<file path="src/rtl/wb_fetch_master.sv">
// wb_fetch_master
//   Wishbone classic read initiator sitting between the instruction-fetch stage
//   and the memory bus. Accepts one word-fetch request at a time from the core,
//   runs a single CYC_O/STB_O read cycle and returns DAT_I with a one-cycle
//   valid_o pulse. The block only reads, so WE_O is tied low.
//
// Optional feature macro: WB_FETCH_TIMEOUT_EN
//   When defined, a bus cycle that gets no ACK_I within TIMEOUT_CYCLES cycles
//   is abandoned and reported with error_o. When undefined, the bus cycle waits
//   for ACK_I forever and error_o only reports misaligned addresses.
//
// Ports
//   CLK_I    in   clock, rising edge
//   RST_I    in   synchronous active-high reset
//   req_i    in   fetch request, taken when req_i & ready_o
//   addr_i   in   byte address, sampled when the request is taken
//   ready_o  out  block can take a request this cycle
//   valid_o  out  one-cycle pulse, data_o/error_o are meaningful
//   data_o   out  fetched word, held until the next valid_o
//   error_o  out  misaligned or timed-out fetch (qualified by valid_o)
//   CYC_O    out  Wishbone cycle
//   STB_O    out  Wishbone strobe, always equal to CYC_O
//   WE_O     out  Wishbone write enable, constant 0
//   ADR_O    out  latched request address
//   DAT_I    in   read data from the responder
//   ACK_I    in   responder acknowledge

module wb_fetch_master #(
  parameter int ADDR_SIZE      = 32,
  parameter int DATA_SIZE      = 32,
  parameter int OFFSET         = 2,
  parameter int TIMEOUT_CYCLES = 16
) (
  input  logic                 CLK_I,
  input  logic                 RST_I,
  input  logic                 req_i,
  input  logic [ADDR_SIZE-1:0] addr_i,
  output logic                 ready_o,
  output logic                 valid_o,
  output logic [DATA_SIZE-1:0] data_o,
  output logic                 error_o,
  output logic                 CYC_O,
  output logic                 STB_O,
  output logic                 WE_O,
  output logic [ADDR_SIZE-1:0] ADR_O,
  input  logic [DATA_SIZE-1:0] DAT_I,
  input  logic                 ACK_I
);

  typedef enum logic {IDLE, BUS} state_e;

  state_e                 state_q, state_d;
  logic                   ready_q, ready_d;
  logic                   valid_q, valid_d;
  logic                   error_q, error_d;
  logic                   cyc_q,   cyc_d;
  logic [DATA_SIZE-1:0]   data_q,  data_d;
  logic [ADDR_SIZE-1:0]   adr_q,   adr_d;
  logic                   misaligned;
  logic                   timeout;

  // A word-aligned address has its low OFFSET bits clear; with OFFSET=0 every
  // address is aligned and there are no bits to test.
  generate
    if (OFFSET > 0) begin : g_align
      assign misaligned = |addr_i[OFFSET-1:0];
    end else begin : g_noalign
      assign misaligned = 1'b0;
    end
  endgenerate

`ifdef WB_FETCH_TIMEOUT_EN
  localparam int CNT_W = $clog2(TIMEOUT_CYCLES);

  logic [CNT_W-1:0] cnt_q, cnt_d;

  // The counter sits at zero while idle so it is already clear on entry to BUS;
  // it then counts the BUS cycles that ended without an acknowledge.
  always_comb begin
    cnt_d = cnt_q;
    if (state_q == IDLE) begin
      cnt_d = '0;
    end else if (!ACK_I) begin
      cnt_d = cnt_q + 1'b1;
    end
  end

  always_ff @(posedge CLK_I) begin
    if (RST_I) begin
      cnt_q <= '0;
    end else begin
      cnt_q <= cnt_d;
    end
  end

  // Expires on the edge that closes the last allowed BUS cycle; an ACK_I on
  // that same edge takes precedence and completes the fetch normally.
  assign timeout = (state_q == BUS) && !ACK_I &&
                   (cnt_q == CNT_W'(TIMEOUT_CYCLES - 1));
`else
  assign timeout = 1'b0;
`endif

  // State and registered outputs.
  always_ff @(posedge CLK_I) begin
    if (RST_I) begin
      state_q <= IDLE;
      ready_q <= 1'b1;
      valid_q <= 1'b0;
      error_q <= 1'b0;
      cyc_q   <= 1'b0;
      data_q  <= '0;
      adr_q   <= '0;
    end else begin
      state_q <= state_d;
      ready_q <= ready_d;
      valid_q <= valid_d;
      error_q <= error_d;
      cyc_q   <= cyc_d;
      data_q  <= data_d;
      adr_q   <= adr_d;
    end
  end

  // Misaligned requests never leave IDLE; a bus cycle ends on ACK_I or timeout.
  always_comb begin
    state_d = state_q;
    case (state_q)
      IDLE:    if (req_i && !misaligned) state_d = BUS;
      BUS:     if (ACK_I || timeout)     state_d = IDLE;
      default: state_d = IDLE;
    endcase
  end

  // Next values of the output registers. ACK_I in IDLE and req_i in BUS are
  // deliberately not looked at, which keeps both of them harmless.
  always_comb begin
    ready_d = ready_q;
    valid_d = 1'b0;
    error_d = error_q;
    cyc_d   = cyc_q;
    data_d  = data_q;
    adr_d   = adr_q;
    case (state_q)
      IDLE: begin
        if (req_i) begin
          adr_d = addr_i;
          if (misaligned) begin
            valid_d = 1'b1;
            error_d = 1'b1;
          end else begin
            cyc_d   = 1'b1;
            ready_d = 1'b0;
          end
        end
      end
      BUS: begin
        if (ACK_I) begin
          data_d  = DAT_I;
          error_d = 1'b0;
          valid_d = 1'b1;
          cyc_d   = 1'b0;
          ready_d = 1'b1;
        end else if (timeout) begin
          error_d = 1'b1;
          valid_d = 1'b1;
          cyc_d   = 1'b0;
          ready_d = 1'b1;
        end
      end
      default: ;
    endcase
  end

  assign ready_o = ready_q;
  assign valid_o = valid_q;
  assign error_o = error_q;
  assign data_o  = data_q;
  assign CYC_O   = cyc_q;
  assign STB_O   = cyc_q;
  assign WE_O    = 1'b0;
  assign ADR_O   = adr_q;

endmodule

</file>
<file path="config.mk">
export PLATFORM = sky130hd
export DESIGN_NAME = wb_fetch_master
export DESIGN_NICKNAME = d
export VERILOG_FILES = /design/src/rtl/wb_fetch_master.sv
export SDC_FILE = /design/constraint.sdc
export NUM_CORES = 1
export LEC_CHECK = 0
export CORE_ASPECT_RATIO = 2
export CORE_MARGIN = 4
export CORE_UTILIZATION = 40
export CTS_BUF_LIST = sky130_fd_sc_hd__clkbuf_4
export DETAILED_ROUTE_END_ITERATION = 10
export PLACE_DENSITY_LB_ADDON = 0.15
export SYNTH_ARGS = -nofsm -noshare
export SYNTH_HDL_FRONTEND = slang
export SYNTH_SLANG_ARGS = --single-unit
</file>
<file path="constraint.sdc">
create_clock -name CLK_I -period 1.3 [get_ports CLK_I]
set_input_delay 0.195 -clock CLK_I [delete_from_list [all_inputs] [get_ports CLK_I]]
set_output_delay 0.195 -clock CLK_I [all_outputs]
set_load 0.005 [all_outputs]
</file>
[Yosys cells after proc, flatten, opt, wreduce, memory -nomap -nowiden]
Cells that the tools add are included.
W data, S select, Z words.
Word-level totals
  register bits after elaboration: 69
  input bits: 68
  output and inout port bits: 70
  logic and storage cells: 37
Cells by class
  eq/ne operators: 4
  multiplexer cells: 18
  bitwise gates (word level): 1
  reductions and logical operators: 7
Operators with widths (number)
  $mux W1: 13
  $pmux W1 S2: 5
  $ne A2 B2 Y1 const B: 4
  $reduce_and A3 Y1: 2
  $reduce_and A2 Y1: 2
  $reduce_or A2 Y1: 1
  $logic_and A1 B1 Y1: 1
  $logic_not A1 Y1: 1
  $not A1 Y1: 1

[Depth between registers and ports, before layout]
Gate-level depths: netlist of run 1.
  word-level depth: 5
  depth in mapped cells: 5

[Worst setup path before layout of run 1]
Ideal clock, no wire load.
  kind: reg2reg
  start point: register state_q
  end point: register valid_q, in the netlist valid_o
  setup time: 0.120 ns
  arrival time: 0.916 ns
  slack: 0.264 ns
  cell stages (with the launch flop): 5
  buffers on the path: 1
  cells stage by stage: dfxtp_1 > nand2b_1 > buf_6 > nor3_1 > or2_1
Between the ends
  longest elaborated chain between the ends: 2
RTL lines
  from (decl): RTL line 52  | state_e state_q, state_d;
  from (signal assigned): RTL line 115  | state_q <= state_d;
  $not A1 Y1
  $pmux W1 S2 *: RTL line 144  | case (state_q)
  to (signal assigned): RTL line 117  | valid_q <= valid_d;
  to (decl): RTL line 54  | logic valid_q, valid_d;
Mark *: on every way between the ends. The rest lies on a longest branch, timed or not.
A chain may end at the register's enable or synchronous reset.

[Worst setup path after layout of run 1]
  start point: register adr_q[21], in the netlist ADR_O[21]
  end point: output ADR_O[21]
RTL lines
  from (decl): RTL line 58  | logic [ADDR_SIZE-1:0] adr_q, adr_d;
  from (signal assigned): RTL line 121  | adr_q <= adr_d;
  to (decl): RTL line 45  | output logic [ADDR_SIZE-1:0] ADR_O,
No word-level cell between the ends.

==> metrics, run 1 <==
outcome completed; syn nets 301; Final period util a little over nine tenths; yosys warns 0; worst hold path class in -> reg; share of power burned in registers between 50% and 60%; Synth Area in XOR/XNOR 0%; final wirelength between 6000 and 7000 microns; initial antenna violation count 0; standard-cell rows 40; Num CTS Buffers 9; Crit path largest cell delay around 350 ps; number of routed nets with antenna violations 0; Int Power 3.20 mW; DP Cell Count around 450; Via Count 2183; LEAKAGE about 1.9 nW; Post-Syn Area 0.00251 sq mm; WP buf/inv 1; simple-gate share of the synthesized area 14.7%; global-route usage over all layers 18.3%; Setup TNS Final 0 ps; Cells after Synth 233; final std cells w/o fill 472; first-pass GRT wire length 10900 microns; Initial Utilization roughly two fifths; count of cell types in the netlist 21; Worst setup SP type flop; H-Tree Level Count 3; share of total power in combinational logic 16.3%; # setup viols final 0; final core occ around two thirds; fin nets 453; flop and latch count out of synthesis 69; Worst Clk Skew 9.64 ps; clk buf depth 2; Sw Ratio 23.8%; GRT Residual Overflow 0; DR iter-0 viols 70; RSZ-0062 raised after global routing false; share of layout cells above drive strength 1 between 30 and 40%; maximum vdd ir drop approximately 700 uV; Data required, critical path 1110 ps; I/O Buffers 136; CTS tree done; largest net degree at the start of global routing 25; WL/cell 14.2 microns; overall power approximately 4.2 mW; Post-Synth Adder-Cell Area 0%; area grow syn2layout 64.4%; clk sinks between 60 and 70; RD Place Congestion 0.729; CORE AREA 0.00606 sq mm; pwr/cell area 1020 mW/mm^2; Pre-antenna DRT Iters 4; largest family of logic cells by synthesized area compound AO/OA/AOI/OAI gates; f_max 820 MHz; CP max stage cell dfxtp_1; io pins between 100 and 150; HPWL after detailed placement around 5000 microns; mux contribution to synthesized area 0%; Psw 1.00 mW; clock power share around 30%; average cell area after synthesis around 11 sq um; Clock Pin Slew Worst Setup and Hold Paths 100 ps; WS Path Type reg -> out; Root Driver clkbuf_4; Slew Limit Fails 0; top cell type's share of synthesized area between 50% and 60%; Die Span X 64 microns; post-synthesis sequential area ratio between 50% and 60%; largest area contributor in the netlist dfxtp_1; final hold violation count 0; vias per inst between 4 and 5; fin worst setup slack 80.0 ps; number of global-route vias before repair 2309; minimum clock period 1220 ps; Max Cap Viol 0; Worst Setup End Kind output port; Crit path max-delay family flip-flops; cell breakdown of the critical path dlygate4sd2_1; Setup WS pre-CTS -107 ps; Synth Area in Compound Gates 23.7%; Die Span Y 120 microns; Worst-Skew Late Latency 400 ps; CP arrival approximately 1000 ps; # DRC 0; # diodes 0; top cells by area, synth dfxtp_1 55%, a22o_1 11%, a21oi_2 10%, nand2_2 7.5%, nand2_1 5.4%; # hold bufs at CTS 0; Max FO, Critical Path 2; die area 0.00768 sq mm
## state kept, by name, indices dropped and copies added, names as in the netlist
name / count
ADR_O: 32
data_o: 32
CYC_O: 1
error_o: 1
ready_o: 1
state_q: 1
valid_o: 1
## cell type report
cell class	instances	area [sq um]
Fill cell	533	1930
Sequential cell	69	1440
Tap cell	84	105
Clock inverter	4	41.3
Multi-Input combinational cell	144	972
Clock buffer	10	75.1
Timing Repair Buffer	161	1500
## kinds of logic (layout without fill, tap and decap cells)
kind of cell / count (synthesis) / count (layout)
AO/OA/AOI/OAI: 69 / 69
buffers and inverters: 20 / 175
flip-flops: 69 / 69
other: 1 / 1
AND/OR/NAND/NOR: 74 / 74
## synth_stat cells
cell,instances
buf_12,3
nor2b_1,3
nor3_1,1
buf_2,8
buf_4,5
o31ai_1,1
conb_1,1
dfxtp_1,69
a21o_1,1
nor2_2,1
nor2_1,1
a21oi_1,4
nand2_2,30
a22o_1,32
a21oi_4,1
nand2_1,36
or2_1,1
nand2b_1,1
buf_6,1
buf_1,3
a21oi_2,30
## routing by layer
metal  vias to the layer above  GRT usage (%)  routed length, microns
li1                       1093              -                       -
met1                       994           18.6                    2400
met2                        85           32.2                    3720
met3                        11           5.81                     448
met4                         0           9.61                     142
met5                         -              0                       0
## cells in the final DEF (no fill, tap or decap), drive strengths merged
cell,instances
dlygate4sd2,69
dfxtp,69
clkdlybuf4s50,66
nand2,66
a21oi,35
a22o,32
buf,26
clkbuf,10
clkinv,3
nor2b,3
nor2,2
nand2b,1
nor3,1
or2,1
o31ai,1
a21o,1
conb,1
bufinv,1
## what timing repair did
item / 4_1_cts / 5_1_grt
setup endpoints to repair: 69 / 1
setup buffers: 10 / 0
gates resized for setup: 112 / 1
## power by group through the flow
stage / clock [mW] / sequential [mW] / combinational, mW
6_report: 1.25 / 2.27 / 0.683
5_1_grt: 1.39 / 2.28 / 0.739
4_1_cts: 1.30 / 2.27 / 0.694
3_5_place_dp: 0 / 2.31 / 0.723
3_3_place_gp: 0 / 2.31 / 0.716
2_1_floorplan: 0 / 2.32 / 0.273
## path summary, 6_finish.rpt
kind / endpoint / start / cells after the start / slack (ps)
min: error_o$_SDFFE_PP0P_ / RST_I / 3 / 230
max reg2reg: ADR_O[15]$_SDFFE_PP0P_ / state_q$_SDFF_PP0_ / 4 / 110
max: ADR_O[21] / ADR_O[21]$_SDFFE_PP0P_ / 1 / 80
min reg2reg: ADR_O[16]$_SDFFE_PP0P_ / ADR_O[16]$_SDFFE_PP0P_ / 2 / 450
## through the flow
step	area (sq um)	hold WS, ps
after detailed placement	3970	447
after global routing	4130	233
final	4130	234
after CTS	4120	204
after floorplan	2510	320
after global placement	3970	434
No activity file was read; power rests on OpenSTA's default activity.
==> inputs of run 2 (changes only) <==
--- a/config.mk
+++ b/config.mk
@@ -6,7 +6,7 @@
 export NUM_CORES = 1
 export LEC_CHECK = 0
 export CORE_ASPECT_RATIO = 2
-export CORE_MARGIN = 4
+export CORE_MARGIN = 2
 export CORE_UTILIZATION = 40
 export CTS_BUF_LIST = sky130_fd_sc_hd__clkbuf_4
 export DETAILED_ROUTE_END_ITERATION = 10
==> metrics, run 2 (synthesis results as in run 1) <==
clk sinks 69; final wirelength 6650 microns; Via Count 2248; share of power burned in registers 50.5%; fin nets 462; GRT Residual Overflow 0; Pre-antenna DRT Iters 4; RSZ-0062 raised after global routing false; number of routed nets with antenna violations 0; DP Cell Count 444; area grow syn2layout 69.7%; worst hold path class in -> reg; Int Power around 3.4 mW; clock power share 33.6%; standard-cell rows 40; Worst setup SP type flop; Die Span Y 116 microns; Psw 1.06 mW; outcome completed; global-route usage over all layers 20.6%; Worst-Skew Late Latency 420 ps; I/O Buffers 136; Max FO, Critical Path 2; pwr/cell area 1060 mW/mm^2; CTS tree done; H-Tree Level Count 3; final hold violation count 0; Initial Utilization between 40% and 50%; maximum vdd ir drop 675 uV; minimum clock period 1230 ps; first-pass GRT wire length 10500 microns; Setup TNS Final 0 ps; Crit path largest cell delay 350 ps; Sw Ratio approximately a quarter; f_max 813 MHz; CP arrival 1040 ps; WS Path Type reg -> out; Final period util approximately 95%; final std cells w/o fill 483; largest net degree at the start of global routing 34; WP buf/inv 1; Crit path max-delay family flip-flops; Worst Setup End Kind output port; WL/cell 13.8 microns; Die Span X ~60 microns; Root Driver clkbuf_4; LEAKAGE 1.95 nW; HPWL after detailed placement 4530 microns; DR iter-0 viols 107; Worst Clk Skew approximately 8.7 ps; Data required, critical path between 1000 and 1500 ps; CP max stage cell dfxtp_2; cell breakdown of the critical path dlygate4sd2_1; CORE AREA 0.00606 sq mm; number of global-route vias before repair 2373; Clock Pin Slew Worst Setup and Hold Paths about 110 ps; # DRC 0; # setup viols final 0; most frequent cells in the layout 66 x clkdlybuf4s50_1, 66 x dlygate4sd2_1, 57 x dfxtp_2; Hold Crit Depth 3; io pins approximately 140; RD Place Congestion 0.738; Num CTS Buffers 9; Register-to-Register Path Depth 4; share of layout cells above drive strength 1 42.9%; Slew Limit Fails 0; share of total power in combinational logic 15.9%; initial antenna violation count 0; clk buf depth 2; Crit path depth 1; vias per inst 4.65; Max Cap Viol 0; # diodes 0; die area 0.00696 sq mm
-- run 2: cell count changes in the layout (fill, tap and decap cells not counted), sizes merged --
cell and change:
bufinv +1, clkinv +1, clkdlybuf4s15 +2, clkbuf +1, buf +9, dlygate4sd2 -3
-- run 2: worst paths after layout --
path | slack (ps) | endpoint | start
worst min register to register | 460 | ADR_O[0]$_SDFFE_PP0P_ | ADR_O[0]$_SDFFE_PP0P_
worst max register to register | 80 | ADR_O[6]$_SDFFE_PP0P_ | state_q$_SDFF_PP0_
worst max-delay path | 70 | ADR_O[25] | ADR_O[25]$_SDFFE_PP0P_
worst min-delay path | 160 | state_q$_SDFF_PP0_ | RST_I
-- run 2: cell type report --
type / instances / area, sq um
Clock inverter: 6 / 77.6
Fill cell: 480 / 1800
Multi-Input combinational cell: 144 / 972
Clock buffer: 10 / 75.1
Sequential cell: 69 / 1450
Tap cell: 84 / 105
Timing Repair Buffer: 170 / 1570
-- run 2: what timing repair did --
| item | in CTS | in global routing |
|---|---|---|
| buffers inserted | 23 | 0 |
| endpoints found under the hold margin | 0 | 0 |
| cloned | 0 | 0 |
| endpoints found under the setup margin | 69 | 5 |
| hold buffers | 0 | 0 |
| gates resized for setup | 124 | 6 |
-- run 2: per-layer routing --
metal	track usage [%]	share of wire, %
met4	10.8	2.8
met5	0	0
met2	35.4	54
met1	20.3	37
met3	8.37	6.7
-- run 2: power groups by stage --
stage / Clock, mW / Combinational, mW / Sequential, mW
3_5_place_dp: 0 / 0.711 / 2.31
5_1_grt: 1.65 / 0.779 / 2.28
3_3_place_gp: 0 / 0.702 / 2.31
4_1_cts: 1.56 / 0.721 / 2.27
2_1_floorplan: 0 / 0.273 / 2.32
6_report: 1.51 / 0.715 / 2.27
-- run 2: through the flow --
step           setup WS (ps)  utilization (%)  total power [mW]  hold slack (ps)  area [sq um]
4_1_cts                 6.64             70.3              4.55              124          4260
5_1_grt                 1.71             70.3              4.71              121          4260
3_5_place_dp            -110             65.2              3.02              444          3950
2_1_floorplan            264                -              2.59              320          2510
6_report                69.5             70.3              4.49              163          4260
3_3_place_gp           -61.4             65.2              3.01              442          3950
-- run 2: tightest hold or removal path, stage by stage --
cell	delay [ps]
buf_2	160
a21oi_4	60
nor2b_1	120
==> inputs of run 3 (changes only) <==
--- a/config.mk
+++ b/config.mk
@@ -7,8 +7,7 @@
 export LEC_CHECK = 0
 export CORE_ASPECT_RATIO = 2
 export CORE_MARGIN = 2
-export CORE_UTILIZATION = 40
-export CTS_BUF_LIST = sky130_fd_sc_hd__clkbuf_4
+export CORE_UTILIZATION = 38
 export DETAILED_ROUTE_END_ITERATION = 10
 export PLACE_DENSITY_LB_ADDON = 0.15
 export SYNTH_ARGS = -nofsm -noshare
==> metrics, run 3 (synthesis results as in run 1) <==
R2R Path End ADR_O[18]$_SDFFE_PP0P_; R2R Setup Slk around 150 ps; Slew Limit Fails 0; # hold bufs at CTS 0; CORE AREA about 0.0064 sq mm; # diodes 0; WP buf/inv 1; io pins 138; reg2reg start state_q$_SDFF_PP0_; most common cell after layout, fill and taps aside dlygate4sd2_1; global-route usage over all layers 19.4%; Clock Pin Slew Worst Setup and Hold Paths ~50 ps; Max Cap Viol 0; CP arrival ~1400 ps; share of layout cells above drive strength 1 27.9%; Setup WS pre-CTS -89.3 ps; worst setup path start state_q$_SDFF_PP0_; initial antenna violation count 0; Die Span Y 119 microns; Crit path max-delay family flip-flops; Data required, critical path 1550 ps; clk buf depth 2; Final period util 88.4%; CP max stage cell dfxtp_1; die area 0.00731 sq mm; H-Tree Level Count 3; Crit path depth 4; RSZ-0062 raised after global routing false; standard-cell rows 41; Crit path largest cell delay around 430 ps; outcome completed; pwr/cell area 1310 mW/mm^2; CTS tree done; Worst Setup EP ADR_O[18]$_SDFFE_PP0P_; first-pass GRT wire length 10500 microns; RD Place Congestion 0.772; clk sinks 69; Via Count 2157; Register-to-Register Path Depth 4; DR iter-0 viols 79; Die Span X 61.5 microns; HPWL after detailed placement 4720 microns; maximum vdd ir drop between 900 and 1000 uV; # DRC 0; fill cell count 593; worst hold path class in -> reg; Worst setup SP type flop; # setup viols final 0; final wirelength ~6500 microns; Initial Utilization 39.4%; number of routed nets with antenna violations 0; Pre-antenna DRT Iters 4; vias per inst 4.66; area grow syn2layout 68.1%; LEAKAGE 1.90 nW; Hold Slack 308 ps; Worst Setup End Kind flop; Max FO, Critical Path 19; GRT Residual Overflow 0; WL/cell 14.0 microns; I/O Buffers ~140; fin worst setup slack 151 ps; number of global-route vias before repair 2205; final hold violation count 0; f_max 870 MHz; WS Path Type reg -> reg; fin area 0.00422 sq mm; hold path startpoint RST_I; Num CTS Buffers 9; most frequent cells in the layout 69 x dlygate4sd2_1, 66 x clkdlybuf4s50_1, 57 x dfxtp_1; cell breakdown of the critical path nand2b_2 > buf_12 > nand2_2 > a21oi_2; Root Driver clkbuf_16; largest net degree at the start of global routing 34; fin nets 440; instance area after placement 0.00396 sq mm; minimum clock period 1150 ps; Worst Clk Skew 4.64 ps; Worst-Skew Late Latency between 300 and 400 ps
## run 3: cell count changes in the layout (fill, tap and decap cells not counted), sizes merged
cell | previous run | this run
buf | 35 | 13
bufinv | 2 | 1
clkbuf | 11 | 14
clkdlybuf4s15 | 2 | 0
clkinv | 4 | 0
clkinvlp | 0 | 1
dlygate4sd2 | 66 | 69
## run 3: where the power goes
part / leakage (nW) / switching (mW) / internal, mW
Sequential: 0.568 / 0.0550 / 2.22
Clock: 0.161 / 0.845 / 1.74
Combinational: 1.17 / 0.264 / 0.387
## run 3: how the worst min path moves through the flow
stage                                          to  cells after the start
after global routing         ready_o$_SDFFE_PP1P_                      4
final                        ready_o$_SDFFE_PP1P_                      4
after CTS                    ready_o$_SDFFE_PP1P_                      4
after floorplan           data_o[10]$_SDFFE_PP0P_                      1
after global placement       error_o$_SDFFE_PP0P_                      1
after detailed placement   ADR_O[31]$_SDFFE_PP0P_                      2
## run 3: layout make-up
class	count	area (sq um)	area share [%]
clock buffers	14	294	6.97
clock inverters	2	37.5	0.890
multi-input cells	144	972	23.0
flip-flops and latches	69	1400	33.1
well taps	86	108	2.55
repair buffers	148	1410	33.4
## run 3: repair_timing
| item | in CTS | in global routing |
|---|---|---|
| hold endpoints to repair | 0 | 0 |
| resized for setup | 81 | 0 |
| setup endpoints to repair | 69 | 0 |
| buffers inserted | 0 | 0 |
## run 3: through the flow
stage          setup TNS (ps)  instances  util, %  power, mW
2_1_floorplan               0        233        -       2.59
3_5_place_dp            -4330        447     62.2       3.03
4_1_cts                     0        463     66.3       5.58
6_report                    0        463     66.3       5.51
5_1_grt                     0        463     66.3       5.75
3_3_place_gp            -2970        447     62.2       3.02
## run 3: tightest hold or removal path, delay by kind of cell
family / cells / cell delay, ps
simple gates: 1 / 40
buf+inv: 2 / 300
compound gates: 1 / 50
## run 3: per-layer routing
layer	track usage [%]	wire length [microns]	vias up
li1	-	-	1065
met2	32.2	3440	91
met4	8.91	178	0
met5	0	0	-
met1	21.0	2420	988
met3	6.95	470	13
